--- src/rtl/led_strip_frame_decoder.sv ---
// led_strip_frame_decoder
// Recovers APA102-style 32-bit LED frames from an oversampled clock/data
// strip stream. Locks on a run of zero bits, then emits one pixel record per
// 32-bit LED frame and flags malformed headers and stalled streams.
module led_strip_frame_decoder #(
  parameter int NUM_LEDS  = 64,
  parameter int SYNC_BITS = 32,
  parameter int TIMEOUT   = 16
) (
  input  logic       clk,
  input  logic       reset,
  input  logic       led_clk,
  input  logic       led_data,
  output logic       pix_valid,
  output logic [7:0] pix_index,
  output logic [4:0] pix_bright,
  output logic [7:0] pix_blue,
  output logic [7:0] pix_green,
  output logic [7:0] pix_red,
  output logic       frame_done,
  output logic       frame_err,
  output logic [7:0] frame_count
);

  localparam int ZW = $clog2(SYNC_BITS + 1);
  localparam logic [ZW-1:0] ZERO_MAX = ZW'(SYNC_BITS);
  localparam logic [ZW-1:0] ZERO_ONE = ZW'(1);
  localparam logic [8:0]    LAST_PIX = 9'(NUM_LEDS - 1);
  localparam logic [7:0]    TMO_LAST = 8'(TIMEOUT - 1);

  typedef enum logic [0:0] {
    ST_SYNC  = 1'b0,
    ST_PIXEL = 1'b1
  } state_t;

  state_t          state_r;
  logic            led_clk_q;
  logic [ZW-1:0]   zero_cnt_r;
  logic [4:0]      bit_cnt_r;
  logic [8:0]      pix_cnt_r;
  logic [7:0]      tmo_cnt_r;
  logic [30:0]     shift_r;

  logic            bit_ev_s;
  logic [31:0]     word_s;
  logic            hdr_ok_s;
  logic            last_pix_s;
  logic            tmo_hit_s;

  // A bit is taken on the rising edge of the strip clock as seen in clk.
  assign bit_ev_s   = led_clk & ~led_clk_q;
  // Complete LED word as it stands once the current bit is shifted in.
  assign word_s     = {shift_r, led_data};
  assign hdr_ok_s   = (word_s[31:29] == 3'b111);
  assign last_pix_s = (pix_cnt_r == LAST_PIX);
  // The counter would reach TIMEOUT on this idle cycle.
  assign tmo_hit_s  = (tmo_cnt_r == TMO_LAST);

  // Strip clock history; resets high so a clock held high at release is not an edge.
  always_ff @(posedge clk or posedge reset) begin
    if (reset) begin
      led_clk_q <= 1'b1;
    end else begin
      led_clk_q <= led_clk;
    end
  end

  // Frame FSM: start-frame hunt, bit assembly, pixel emission and stall abort.
  always_ff @(posedge clk or posedge reset) begin
    if (reset) begin
      state_r     <= ST_SYNC;
      zero_cnt_r  <= '0;
      bit_cnt_r   <= 5'd0;
      pix_cnt_r   <= 9'd0;
      tmo_cnt_r   <= 8'd0;
      shift_r     <= 31'd0;
      pix_valid   <= 1'b0;
      pix_index   <= 8'd0;
      pix_bright  <= 5'd0;
      pix_blue    <= 8'd0;
      pix_green   <= 8'd0;
      pix_red     <= 8'd0;
      frame_done  <= 1'b0;
      frame_err   <= 1'b0;
      frame_count <= 8'd0;
    end else begin
      pix_valid  <= 1'b0;
      frame_done <= 1'b0;
      frame_err  <= 1'b0;
      case (state_r)
        ST_SYNC: begin
          tmo_cnt_r <= 8'd0;
          if (bit_ev_s) begin
            if (!led_data) begin
              if (zero_cnt_r != ZERO_MAX) begin
                zero_cnt_r <= zero_cnt_r + ZERO_ONE;
              end
            end else if (zero_cnt_r == ZERO_MAX) begin
              // This 1 is already bit 31 of pixel 0.
              state_r    <= ST_PIXEL;
              shift_r    <= 31'd1;
              bit_cnt_r  <= 5'd1;
              pix_cnt_r  <= 9'd0;
              zero_cnt_r <= '0;
            end else begin
              zero_cnt_r <= '0;
            end
          end
        end
        ST_PIXEL: begin
          if (bit_ev_s) begin
            // A bit event always beats a coincident timeout.
            tmo_cnt_r <= 8'd0;
            shift_r   <= word_s[30:0];
            bit_cnt_r <= bit_cnt_r + 5'd1;
            if (bit_cnt_r == 5'd31) begin
              if (!hdr_ok_s) begin
                frame_err  <= 1'b1;
                state_r    <= ST_SYNC;
                zero_cnt_r <= '0;
              end else begin
                pix_valid  <= 1'b1;
                pix_index  <= pix_cnt_r[7:0];
                pix_bright <= word_s[28:24];
                pix_blue   <= word_s[23:16];
                pix_green  <= word_s[15:8];
                pix_red    <= word_s[7:0];
                pix_cnt_r  <= pix_cnt_r + 9'd1;
                if (last_pix_s) begin
                  frame_done  <= 1'b1;
                  frame_count <= frame_count + 8'd1;
                  state_r     <= ST_SYNC;
                  zero_cnt_r  <= '0;
                end
              end
            end
          end else if (tmo_hit_s) begin
            // Stalled stream: drop the rest of the frame, emitted pixels stand.
            frame_err  <= 1'b1;
            state_r    <= ST_SYNC;
            zero_cnt_r <= '0;
            tmo_cnt_r  <= 8'd0;
          end else begin
            tmo_cnt_r <= tmo_cnt_r + 8'd1;
          end
        end
        default: begin
          state_r    <= ST_SYNC;
          zero_cnt_r <= '0;
        end
      endcase
    end
  end

endmodule

--- config.mk ---
export PLATFORM = sky130hd
export DESIGN_NAME = led_strip_frame_decoder
export DESIGN_NICKNAME = d
export VERILOG_FILES = /design/src/rtl/led_strip_frame_decoder.sv
export SDC_FILE = /design/constraint.sdc
export NUM_CORES = 1
export LEC_CHECK = 0
export CORE_ASPECT_RATIO = 1.1
export CORE_UTILIZATION = 49
export DETAILED_ROUTE_END_ITERATION = 6
export PLACE_DENSITY_LB_ADDON = 0.15
export SYNTH_ARGS = -nofsm -noshare
export SYNTH_HDL_FRONTEND = slang
export SYNTH_SLANG_ARGS = --single-unit
export TNS_END_PERCENT = 1
--- constraint.sdc ---
create_clock -name clk -period 4.7 [get_ports clk]
set_clock_uncertainty 0.1 [all_clocks]
set_input_delay 0.47 -clock clk [delete_from_list [all_inputs] [get_ports clk]]
set_output_delay 0.47 -clock clk [all_outputs]
set_load 0.02 [all_outputs]
== After elaboration in Yosys (flattened, before gate mapping) ==
Index checks and enable logic that the tools add are counted.
Storage, ports and cells
  register bits: 109
  bits of input ports: 4
  output and inout port bits: 48
  logic and storage cells: 97
Operators by class
  $add $sub $neg: 5
  equal/unequal tests: 16
  mux-type cells: 52
  bitwise gates (word level): 3
  reduce and logical (&&, ||, !) cells: 5
Operators by type and width (count)
  $mux 31: 4
  $pmux 31 s2: 1
  $mux 9: 6
  $mux 6: 8
  $mux 1: 22
  $mux 5: 4
  $pmux 9 s2: 1
  $add 8x1->8 const B: 2
  $mux 8: 2
  $pmux 8 s2: 1
  $pmux 6 s2: 1
  $pmux 5 s2: 1
  $reduce_and 5->1: 2
  $add 9x1->9 const B: 1
  $eq 9x6->1 const B: 1
  $eq 8x4->1 const B: 1
  $reduce_and 4->1: 2
  $add 6x1->6 const B: 1
  $eq 6x6->1 const B: 1
  $ne 2x1->1 const B: 3
  $ne 2x2->1 const B: 3
  $ne 6x6->1 const B: 1
  $reduce_and 6->1: 1
  $add 5x1->5 const B: 1
  9 further kinds: 10

== Logic depth before layout (Yosys ltp) ==
Gate-level depths: netlist (run 1).
  depth in word-level cells: 6
  mapped depth: 9
  gate-level depth less buffers: 8

== Worst setup path before layout (run 1) ==
No wires, ideal clock.
  kind: reg2reg
  start point: register bit_cnt_r[0]
  end point: register pix_blue[0]
  setup time: 0.125 ns
  arrival time: 2.304 ns
  required time: 4.475 ns
  slack: 2.171 ns
  stages on the path, launching flop included: 9
  path buffers: 2
  clock period less this slack: 2.529 ns
  path through: dfrtp_1 ha_1 and3_1 ha_1 nand4_1 nor2_1 buf_1 buf_1 mux2_2
Between the ends
  cells in the longest elaborated chain, start to end: 2
RTL lines
  start: declaration: RTL line 39  | logic [4:0] bit_cnt_r;
  start signal: assignment: RTL line 115  | bit_cnt_r <= bit_cnt_r + 5'd1;
  $eq 5x5->1: RTL line 116  | if (bit_cnt_r == 5'd31) begin
  $reduce_and 4->1 (no line)
  end signal: assignment: RTL line 125  | pix_blue <= word_s[23:16];
  end: declaration: RTL line 17  | output logic [7:0] pix_blue,
Every way passes these cells.
A chain may end at the register's enable or synchronous reset.

== Final worst setup path (run 1) ==
  start point: register bit_cnt_r[0]
  end point: register pix_green[3]
Between the ends
  cells in the longest elaborated chain, start to end: 2
RTL lines
  $eq 5x5->1: RTL line 116
  $reduce_and 4->1 (no line)
  end signal: assignment: RTL line 126  | pix_green <= word_s[15:8];
  end: declaration: RTL line 18  | output logic [7:0] pix_green,
Every way passes these cells.

==> flow_metrics.env, run 1 <==
export IMPL_chipWidth_microns=92.6
export IMPL_reg2reg_depth=6
export IMPL_synth_cell_types=39
export IMPL_rsz0062_at_grt="no"
export IMPL_worstPathRequired_ns=4.85
export IMPL_holdWs_ns=0.376
export IMPL_reg2reg_slack_ns=1.86
export IMPL_grt_pass1_wl_mm=13.9
export IMPL_peakVddDrop_v=0.000199
export IMPL_place_gp_congestion=0.813
export IMPL_worstSetupStartpointType="register"
export IMPL_h_tree_depth=3
export IMPL_grt_overflow_total=0
export IMPL_power_density_nw_per_um2=378
export IMPL_finalWirelength_mm=8.04
export IMPL_cts_tree="yes"
export IMPL_whs_endpoint="frame_count[7]"
export IMPL_dieArea_sq_um=9420
export IMPL_setup_tns_ns=0
export IMPL_multi_input_area_sq_um=1640
export IMPL_worstSetupPathType="reg -> reg"
export IMPL_violations="design-rule violations"
export IMPL_fin_crit_ns=2.84
export IMPL_final_net_count=410
export IMPL_tightest_slew_ns=1.21
export IMPL_dp_slack_ns=1.73
export IMPL_grt_pass1_vias=2880
export IMPL_io_pin_count=52
export IMPL_whs_path_depth=1
export IMPL_wl_per_cell_microns=15.5
export IMPL_dp_hpwl_mm=5.14
export IMPL_r2r_start="bit_cnt_r[0]"
export IMPL_cts_root_buf="clkbuf_8"
export IMPL_antenna_found_initial=0
export IMPL_drcViolationCount=1
export IMPL_fin_ws_ns=1.86
export IMPL_drive_above_1_share_pct=15.6
export IMPL_final_cell_mix="dfrtp_1, clkdlybuf4s50_1, mux2_2"
export IMPL_setup_viol=0
export IMPL_clkTransAtPathRegs_ns=0.10
export IMPL_clk_latency_ns=0.36
export IMPL_synth_area_sq_um=4430
export IMPL_cts_sinks=109
export IMPL_finalHoldViolations=0
export IMPL_drt_initial_drc_count=93
export IMPL_areaGrowthSynthToFinish_pct=19.5
export IMPL_numCtsBuffers=9
export IMPL_syn_nets=358
export IMPL_worstHoldStart="frame_count[7]"
export IMPL_ant_nets=0
export IMPL_reg2reg_to="pix_green[3]"
export IMPL_maxCapViolations=0
export IMPL_antenna_cells=0
export IMPL_postCtsSetupBuffers=0
export IMPL_die_y_microns=102
export IMPL_hold_class="reg -> reg"
export IMPL_rows=36
export IMPL_start_util_pct=50.1
export IMPL_hold_buffers=0
export IMPL_post_drt_via_cell_ratio=5.55
export IMPL_port_buffers=51
export IMPL_netlist_instances=347
export IMPL_firstDrtPassIters=6
export IMPL_syn_avg_cell_area_sq_um=12.8
export IMPL_fillers=743
export IMPL_critPathCaptureType="register"
export IMPL_p_leak_nw=2.45
export IMPL_worstPathArrival_ns=2.99
export IMPL_ys_async_sr_fraction_pct=100
export IMPL_yosysWarnings=0
export IMPL_seq_area_sq_um=2730
export IMPL_grt_max_degree=85
export IMPL_final_common_cell="dfrtp_1"
export IMPL_post_cts_resized=0
export IMPL_ys_ff_latch=109
export IMPL_ys_seq_area_share_pct=61.7
export IMPL_synth_main_ff_cell="dfrtp_1"
export IMPL_outcome="complete, but fails checks"
export IMPL_core_sq_um=8830
export IMPL_max_slew_margin_pct=18.7
export IMPL_cts_path_max_buffers=2
export IMPL_fin_crit_sh_pct=60.5
export IMPL_synth_edff_count=0
export IMPL_grtUsageTotal_pct=18.8
export IMPL_dr_total_vias=2876
export IMPL_slew_violations=0
export IMPL_path_max_fanout=38
export IMPL_timing_fmax_mhz=352
worst max path at each step:
stage | end | slack [ns] | cells past startpoint | from
CTS | pix_green[6] | 1.83 | 6 | bit_cnt_r[0]
finish | pix_green[3] | 1.86 | 6 | bit_cnt_r[0]
global placement | pix_red[6] | 1.75 | 4 | led_clk
floorplan | bit_cnt_r[0] | 1.26 | 1 | reset
global route | frame_count[7] | 1.63 | 8 | bit_cnt_r[0]
detailed placement | pix_bright[1] | 1.73 | 4 | led_clk
state kept, by name, indices dropped and copies added, names as in the netlist, 5 cells and up:
signal	flops
bit_cnt_r	5
frame_count	8
pix_blue	8
pix_bright	5
pix_cnt_r	9
pix_green	8
pix_index	8
pix_red	8
shift_r	31
tmo_cnt_r	8
zero_cnt_r	6
logic make-up after synthesis:
group,after synthesis,synth area share [%]
AO/OA/AOI/OAI,62,10.6
XOR/XNOR,18,3.56
adder cells (fa/ha/maj),7,1.98
buffers and inverters,19,1.64
flip-flops,109,61.7
multiplexers,40,10.1
AND/OR/NAND/NOR,92,10.5
report_power, final:
| group | internal, mW | leakage (nW) | total, mW | switching (mW) |
|---|---|---|---|---|
| logic | 0.103 | 0.847 | 0.233 | 0.129 |
| registers | 1.03 | 1.49 | 1.14 | 0.116 |
| clock network | 0.305 | 0.111 | 0.623 | 0.318 |
| total | 1.44 | 2.45 | 2.00 | 0.563 |
metal layers:
metal  GRT usage (%)  wire, microns  vias up
met4            6.04             90        0
met1            26.3           3870     1475
li1                -              -     1351
met5               0              0        -
met2            29.5           3830       41
met3            4.43            254        9
synthesized netlist by cell type, types with 4 or more instances:
cell / count / share of area, %
o21ai_0: 12 / 1.4
mux2_2: 38 / 9.7
nand3_1: 12 / 1.4
and3_1: 4 / 0.57
clkbuf_1: 9 / 0.76
a22o_1: 36 / 7.1
nor2_1: 23 / 2.0
ha_1: 7 / 2.0
xnor2_1: 9 / 1.8
dfrtp_1: 108 / 61
nand4_1: 6 / 0.85
inv_1: 6 / 0.51
nor3_1: 4 / 0.45
xor2_1: 9 / 1.8
a21oi_1: 6 / 0.68
nand2_1: 25 / 2.1
final cells by class:
class,instances,share of cell area [%]
clock buffers,10,2.41
clock inverters,6,1.80
inverters,6,0.473
multi-input cells,219,31.0
flip-flops and latches,109,51.6
well taps,114,2.70
repair buffers,54,10.1
critical path: stages, from the launching register on:
cell     delay [ns]
dfrtp_1        0.39
ha_1           0.19
and3_1         0.16
ha_1           0.21
nand4_1        0.30
nor2_4         0.95
mux2_2         0.42
metrics by stage:
step	instances	power, mW	utilization (%)	area [sq um]
after floorplan	347	1.31	-	4430
after global placement	502	1.39	57.4	5070
after detailed placement	502	1.40	57.4	5070
after CTS	518	2.02	59.9	5290
after global routing	518	2.11	59.9	5290
final	518	2.00	59.9	5290
Note: power is estimated with default switching activity, not from simulation.
==> run 2, diff against run 1 <==
Clock period 4.7 ns to 2.8 ns, I/O delays scaled along.
==> run 2 against run 1 <==
  * The run now ends clean
  * Critical path depth down 1
  * Sequential power increased by 68%
  * Count of clock-buffer cells in the layout shrank 1
  * Non-clock buffer count is 6 higher
  * Power is 63% higher
  * Final cell count is 1.2% higher
  * Critical path type unchanged
  * Clock power is 50% higher
  * Combinational power up 75%
  * Worst hold slack worse by 0.085 ns
  * Cell area up 1.2%
  * Flip-flop and latch count unchanged
==> flow_metrics.env, run 2 (same netlist as run 1, synthesis figures left out) <==
export IMPL_outcome="finished, final reports clean"
export IMPL_rows=36
export IMPL_p_leak_nw=2.48
export IMPL_p_clk_share_pct=28.7
export IMPL_firstDrtPassIters=4
export IMPL_place_gp_congestion=0.803
export IMPL_postCtsSetupBuffers=0
export IMPL_cts_tree="yes"
export IMPL_post_cts_resized=0
export IMPL_cts_sinks=109
export IMPL_setup_tns_ns=0
export IMPL_fin_crit_ns=2.40
export IMPL_largest_register="shift_r"
export IMPL_finalHoldViolations=0
export IMPL_drt_initial_drc_count=98
export IMPL_cts_root_buf="clkbuf_8"
export IMPL_drive_above_1_share_pct=17.1
export IMPL_wl_per_cell_microns=15.3
export IMPL_fin_cells=524
export IMPL_largest_registers="shift_r x31, pix_cnt_r x9"
export IMPL_hold_class="in -> async"
export IMPL_power_density_nw_per_um2=610
export IMPL_finalWirelength_mm=8.04
export IMPL_chipWidth_microns=92.6
export IMPL_grtUsageTotal_pct=18.7
export IMPL_r2r_start="zero_cnt_r[2]"
export IMPL_pwr_share_seq_pct=58.8
export IMPL_combPwrFrac_pct=12.5
export IMPL_worstPathRequired_ns=2.99
export IMPL_grt_pass1_wl_mm=13.9
export IMPL_cts_path_max_buffers=2
export IMPL_dieArea_sq_um=9420
export IMPL_fillers=753
export IMPL_antenna_found_initial=0
export IMPL_grt_max_degree=110
export IMPL_die_y_microns=102
export IMPL_hold_buffers=0
export IMPL_tightest_slew_ns=0.648
export IMPL_dr_total_vias=2850
export IMPL_final_net_count=416
export IMPL_grt_overflow_total=0
export IMPL_areaGrowthSynthToFinish_pct=20.9
export IMPL_slew_violations=0
export IMPL_final_cell_mix="dfrtp_1, clkdlybuf4s50_1, mux2_2"
export IMPL_numCtsBuffers=9
export IMPL_core_sq_um=8830
export IMPL_path_max_fanout=7
export IMPL_post_drt_via_cell_ratio=5.44
export IMPL_worstSetupStartpointType="register"
export IMPL_timing_fmax_mhz=417
export IMPL_clkTransAtPathRegs_ns=0.11
export IMPL_critPathCaptureType="register"
export IMPL_maxCapViolations=0
export IMPL_dp_hpwl_mm=5.14
export IMPL_final_common_cell="dfrtp_1"
export IMPL_p_sw_share_pct=30.6
export IMPL_start_util_pct=50.1
export IMPL_antenna_cells=0
export IMPL_grt_pass1_vias=2857
export IMPL_worstPathArrival_ns=2.59
export IMPL_peakVddDrop_v=0.000389
export IMPL_clk_latency_ns=0.37
export IMPL_worstSetupStartpoint="zero_cnt_r[2]"
export IMPL_fin_crit_sh_pct=85.7
export IMPL_place_inst=508
export IMPL_h_tree_depth=3
export IMPL_p_int_mw=2.27
export IMPL_cpPeakStageDelay_ns=0.46
export IMPL_max_slew_margin_pct=56.8
export IMPL_power_net_switching_uw=999
export IMPL_drcViolationCount=0
export IMPL_path_cells="or3b_1 -> or3_4 -> a211o_1 -> or3_1 -> a21oi_1"
export IMPL_ant_nets=0
export IMPL_port_buffers=51
export IMPL_largest_reg_flops=31
export IMPL_cp_num_buf_inv=0
export IMPL_cp_slowest_cell="dfrtp_1"
export IMPL_crit_family="simple AND/OR/NAND/NOR gates"
export IMPL_worstSetupPathType="reg -> reg"
export IMPL_io_pin_count=52
export IMPL_rsz0062_at_grt="no"
export IMPL_setup_viol=0
-- run 2: per-stage QoR --
step / cell area (sq um) / power (mW) / setup slack, ns / util [%] / hold WS (ns)
floorplan: 4430 / 2.21 / 0.271 / - / 0.184
global placement: 5150 / 2.34 / 0.219 / 58.3 / 0.358
detailed placement: 5150 / 2.36 / 0.174 / 58.3 / 0.362
CTS: 5350 / 3.30 / 0.419 / 60.6 / 0.292
global route: 5350 / 3.45 / 0.209 / 60.6 / 0.315
finish: 5350 / 3.26 / 0.401 / 60.6 / 0.291
-- run 2: final cells by class --
| cell class | count | area [sq um] | area share (%) |
|---|---|---|---|
| well taps | 114 | 143 | 2.66 |
| repair buffers | 60 | 616 | 11.5 |
| clock inverters | 7 | 77.6 | 1.45 |
| flip-flops and latches | 109 | 2730 | 51.0 |
| clock buffers | 9 | 124 | 2.31 |
| multi-input cells | 219 | 1640 | 30.6 |
| inverters | 6 | 26.3 | 0.491 |
-- run 2: per-layer routing --
layer  vias up  wire [microns]  GRT usage (%)
li1       1366               -              -
met1      1434            3950           26.2
met2        44            3790           30.0
met3         6             222           3.30
met4         0              76           6.04
met5         -               0              0
-- run 2: power groups by stage --
stage	Sequential, mW	Combinational, mW	Clock [mW]
final	1.92	0.408	0.936
after floorplan	1.88	0.326	0
after global placement	1.95	0.391	0
after CTS	1.92	0.416	0.969
after global routing	1.95	0.471	1.03
after detailed placement	1.95	0.412	0
-- run 2: worst register-to-register path, stage by stage (launching register included) --
cell and delay (ns):
dfrtp_1 0.46, or3b_1 0.46, or3_4 0.37, a211o_1 0.39, or3_1 0.39, a21oi_1 0.16
-- run 2: final timing paths --
check,endpoint,slack [ns],cells past startpoint
worst max-delay path,pix_cnt_r[8],0.40,5
min in group clk,led_clk_q,0.31,1
worst min-delay path,tmo_cnt_r[6],0.29,3
max in group asynchronous,pix_index[4],1.84,3
worst max register to register,pix_cnt_r[8],0.40,5
worst min register to register,frame_count[7],0.38,1
==> run 3, diff against run 2 <==
Clock period 2.8 ns to 3.05 ns, I/O delays scaled along.
==> run 3 against run 2 <==
  * Core utilization shrank 0.67 points
  * Worst hold slack improved by 0.031 ns
  * Count of clock-buffer cells in the layout unchanged
  * Die area stayed put
  * Setup slack better by 0.058 ns
  * Critical path type unchanged
==> flow_metrics.env, run 3 (same netlist as run 1, synthesis figures left out) <==
export IMPL_outcome="finished, final reports clean"
export IMPL_post_drt_via_cell_ratio=5.50
export IMPL_worstPathRequired_ns=3.24
export IMPL_hold_class="in -> async"
export IMPL_fillers=755
export IMPL_drcViolationCount=0
export IMPL_reg2reg_to="frame_count[7]"
export IMPL_worstSetupStartpointType="register"
export IMPL_post_cts_resized=0
export IMPL_cts_path_max_buffers=2
export IMPL_cts_root_buf="clkbuf_8"
export IMPL_die_y_microns=102
export IMPL_reg2reg_depth=8
export IMPL_p_leak_nw=2.45
export IMPL_drt_initial_drc_count=79
export IMPL_path_max_fanout=6
export IMPL_largest_registers="shift_r x31, pix_cnt_r x9"
export IMPL_dp_hpwl_mm=5.27
export IMPL_largest_register="shift_r"
export IMPL_hold_buffers=0
export IMPL_antenna_cells=0
export IMPL_path_depth=8
export IMPL_io_pin_count=52
export IMPL_start_util_pct=50.1
export IMPL_clkTransAtPathRegs_ns=0.10
export IMPL_final_cell_mix="dfrtp_1, clkdlybuf4s50_1, mux2_2"
export IMPL_fin_crit_ns=2.59
export IMPL_largest_reg_flops=31
export IMPL_antenna_found_initial=0
export IMPL_finalHoldViolations=0
export IMPL_rows=36
export IMPL_grt_pass1_wl_mm=14.1
export IMPL_maxCapViolations=0
export IMPL_worstSetupPathType="reg -> reg"
export IMPL_cts_sinks=109
export IMPL_firstDrtPassIters=4
export IMPL_grt_max_degree=110
export IMPL_tightest_slew_ns=1.09
export IMPL_fin_crit_sh_pct=84.9
export IMPL_drive_above_1_share_pct=16.7
export IMPL_postCtsSetupBuffers=0
export IMPL_cts_tree="yes"
export IMPL_wl_per_cell_microns=15.7
export IMPL_numCtsBuffers=9
export IMPL_place_gp_congestion=0.779
export IMPL_slew_violations=0
export IMPL_place_inst=506
export IMPL_grt_pass1_vias=2912
export IMPL_grtUsageTotal_pct=19.2
export IMPL_dr_total_vias=2871
export IMPL_worstPathArrival_ns=2.78
export IMPL_max_slew_margin_pct=27.6
export IMPL_path_cells="ha_1 -> and3_1 -> ha_1 -> nand4_1 -> nor4b_2 -> nand4_1 -> nor3_1 -> xor2_1"
export IMPL_crit_family="simple AND/OR/NAND/NOR gates"
export IMPL_ant_nets=0
export IMPL_critPathCaptureType="register"
export IMPL_r2r_start="bit_cnt_r[0]"
export IMPL_clk_latency_ns=0.36
export IMPL_cp_num_buf_inv=0
export IMPL_cp_slowest_cell="nor4b_2"
export IMPL_reg2reg_slack_ns=0.46
export IMPL_cpPeakStageDelay_ns=0.46
export IMPL_setup_viol=0
export IMPL_timing_fmax_mhz=386
export IMPL_h_tree_depth=3
export IMPL_final_common_cell="dfrtp_1"
export IMPL_chipWidth_microns=92.6
export IMPL_core_sq_um=8830
export IMPL_rsz0062_at_grt="no"
export IMPL_peakVddDrop_v=0.000252
export IMPL_power_density_nw_per_um2=555
export IMPL_dieArea_sq_um=9420
export IMPL_areaGrowthSynthToFinish_pct=19.6
export IMPL_final_net_count=414
export IMPL_fin_cells=522
export IMPL_port_buffers=51
export IMPL_finalWirelength_mm=8.18
export IMPL_setup_tns_ns=0
export IMPL_grt_overflow_total=0
run 3: worst max path at each step:
stage / startpoint / end / slack (ns)
finish: bit_cnt_r[0] / frame_count[7] / 0.46
global route: bit_cnt_r[0] / frame_count[7] / 0.27
CTS: bit_cnt_r[0] / frame_count[7] / 0.41
detailed placement: led_data / pix_cnt_r[8] / 0.32
global placement: led_data / pix_cnt_r[8] / 0.36
floorplan: bit_cnt_r[0] / pix_blue[0] / 0.52
run 3: where the power goes:
group / total (mW) / internal, mW / switching [mW]
Sequential: 1.76 / 1.58 / 0.179
Combinational: 0.361 / 0.162 / 0.198
Clock: 0.816 / 0.310 / 0.506
run 3: final cells by class:
class | count | area, sq um | share of cell area, %
Clock buffer | 9 | 124 | 2.34
Clock inverter | 7 | 58.8 | 1.11
Inverter | 6 | 26.3 | 0.496
Multi-Input combinational cell | 219 | 1640 | 30.9
Sequential cell | 109 | 2730 | 51.5
Tap cell | 114 | 143 | 2.69
Timing Repair Buffer | 58 | 576 | 10.9
run 3: routing by layer:
| metal | up-vias | global-route usage [%] | wire length [microns] |
|---|---|---|---|
| met4 | 0 | 6.51 | 125 |
| met2 | 43 | 29.5 | 3890 |
| met1 | 1448 | 27.1 | 3910 |
| li1 | 1368 | - | - |
| met5 | - | 0 | 0 |
| met3 | 12 | 4.35 | 254 |
run 3: stage by stage:
stage / area [sq um] / setup WS, ns / util (%) / hold slack (ns) / power, mW
floorplan: 4430 / 0.521 / - / 0.209 / 2.03
global placement: 5110 / 0.358 / 57.9 / 0.359 / 2.14
detailed placement: 5110 / 0.322 / 57.9 / 0.379 / 2.16
CTS: 5290 / 0.412 / 60.0 / 0.331 / 2.98
global route: 5290 / 0.265 / 60.0 / 0.329 / 3.09
finish: 5290 / 0.459 / 60.0 / 0.322 / 2.94
run 3: worst register-to-register path, stage by stage (launching register included):
cell,delay [ns]
dfrtp_1,0.40
ha_1,0.20
and3_1,0.17
ha_1,0.23
nand4_1,0.33
nor4b_2,0.47
nand4_1,0.21
nor3_1,0.25
xor2_1,0.17
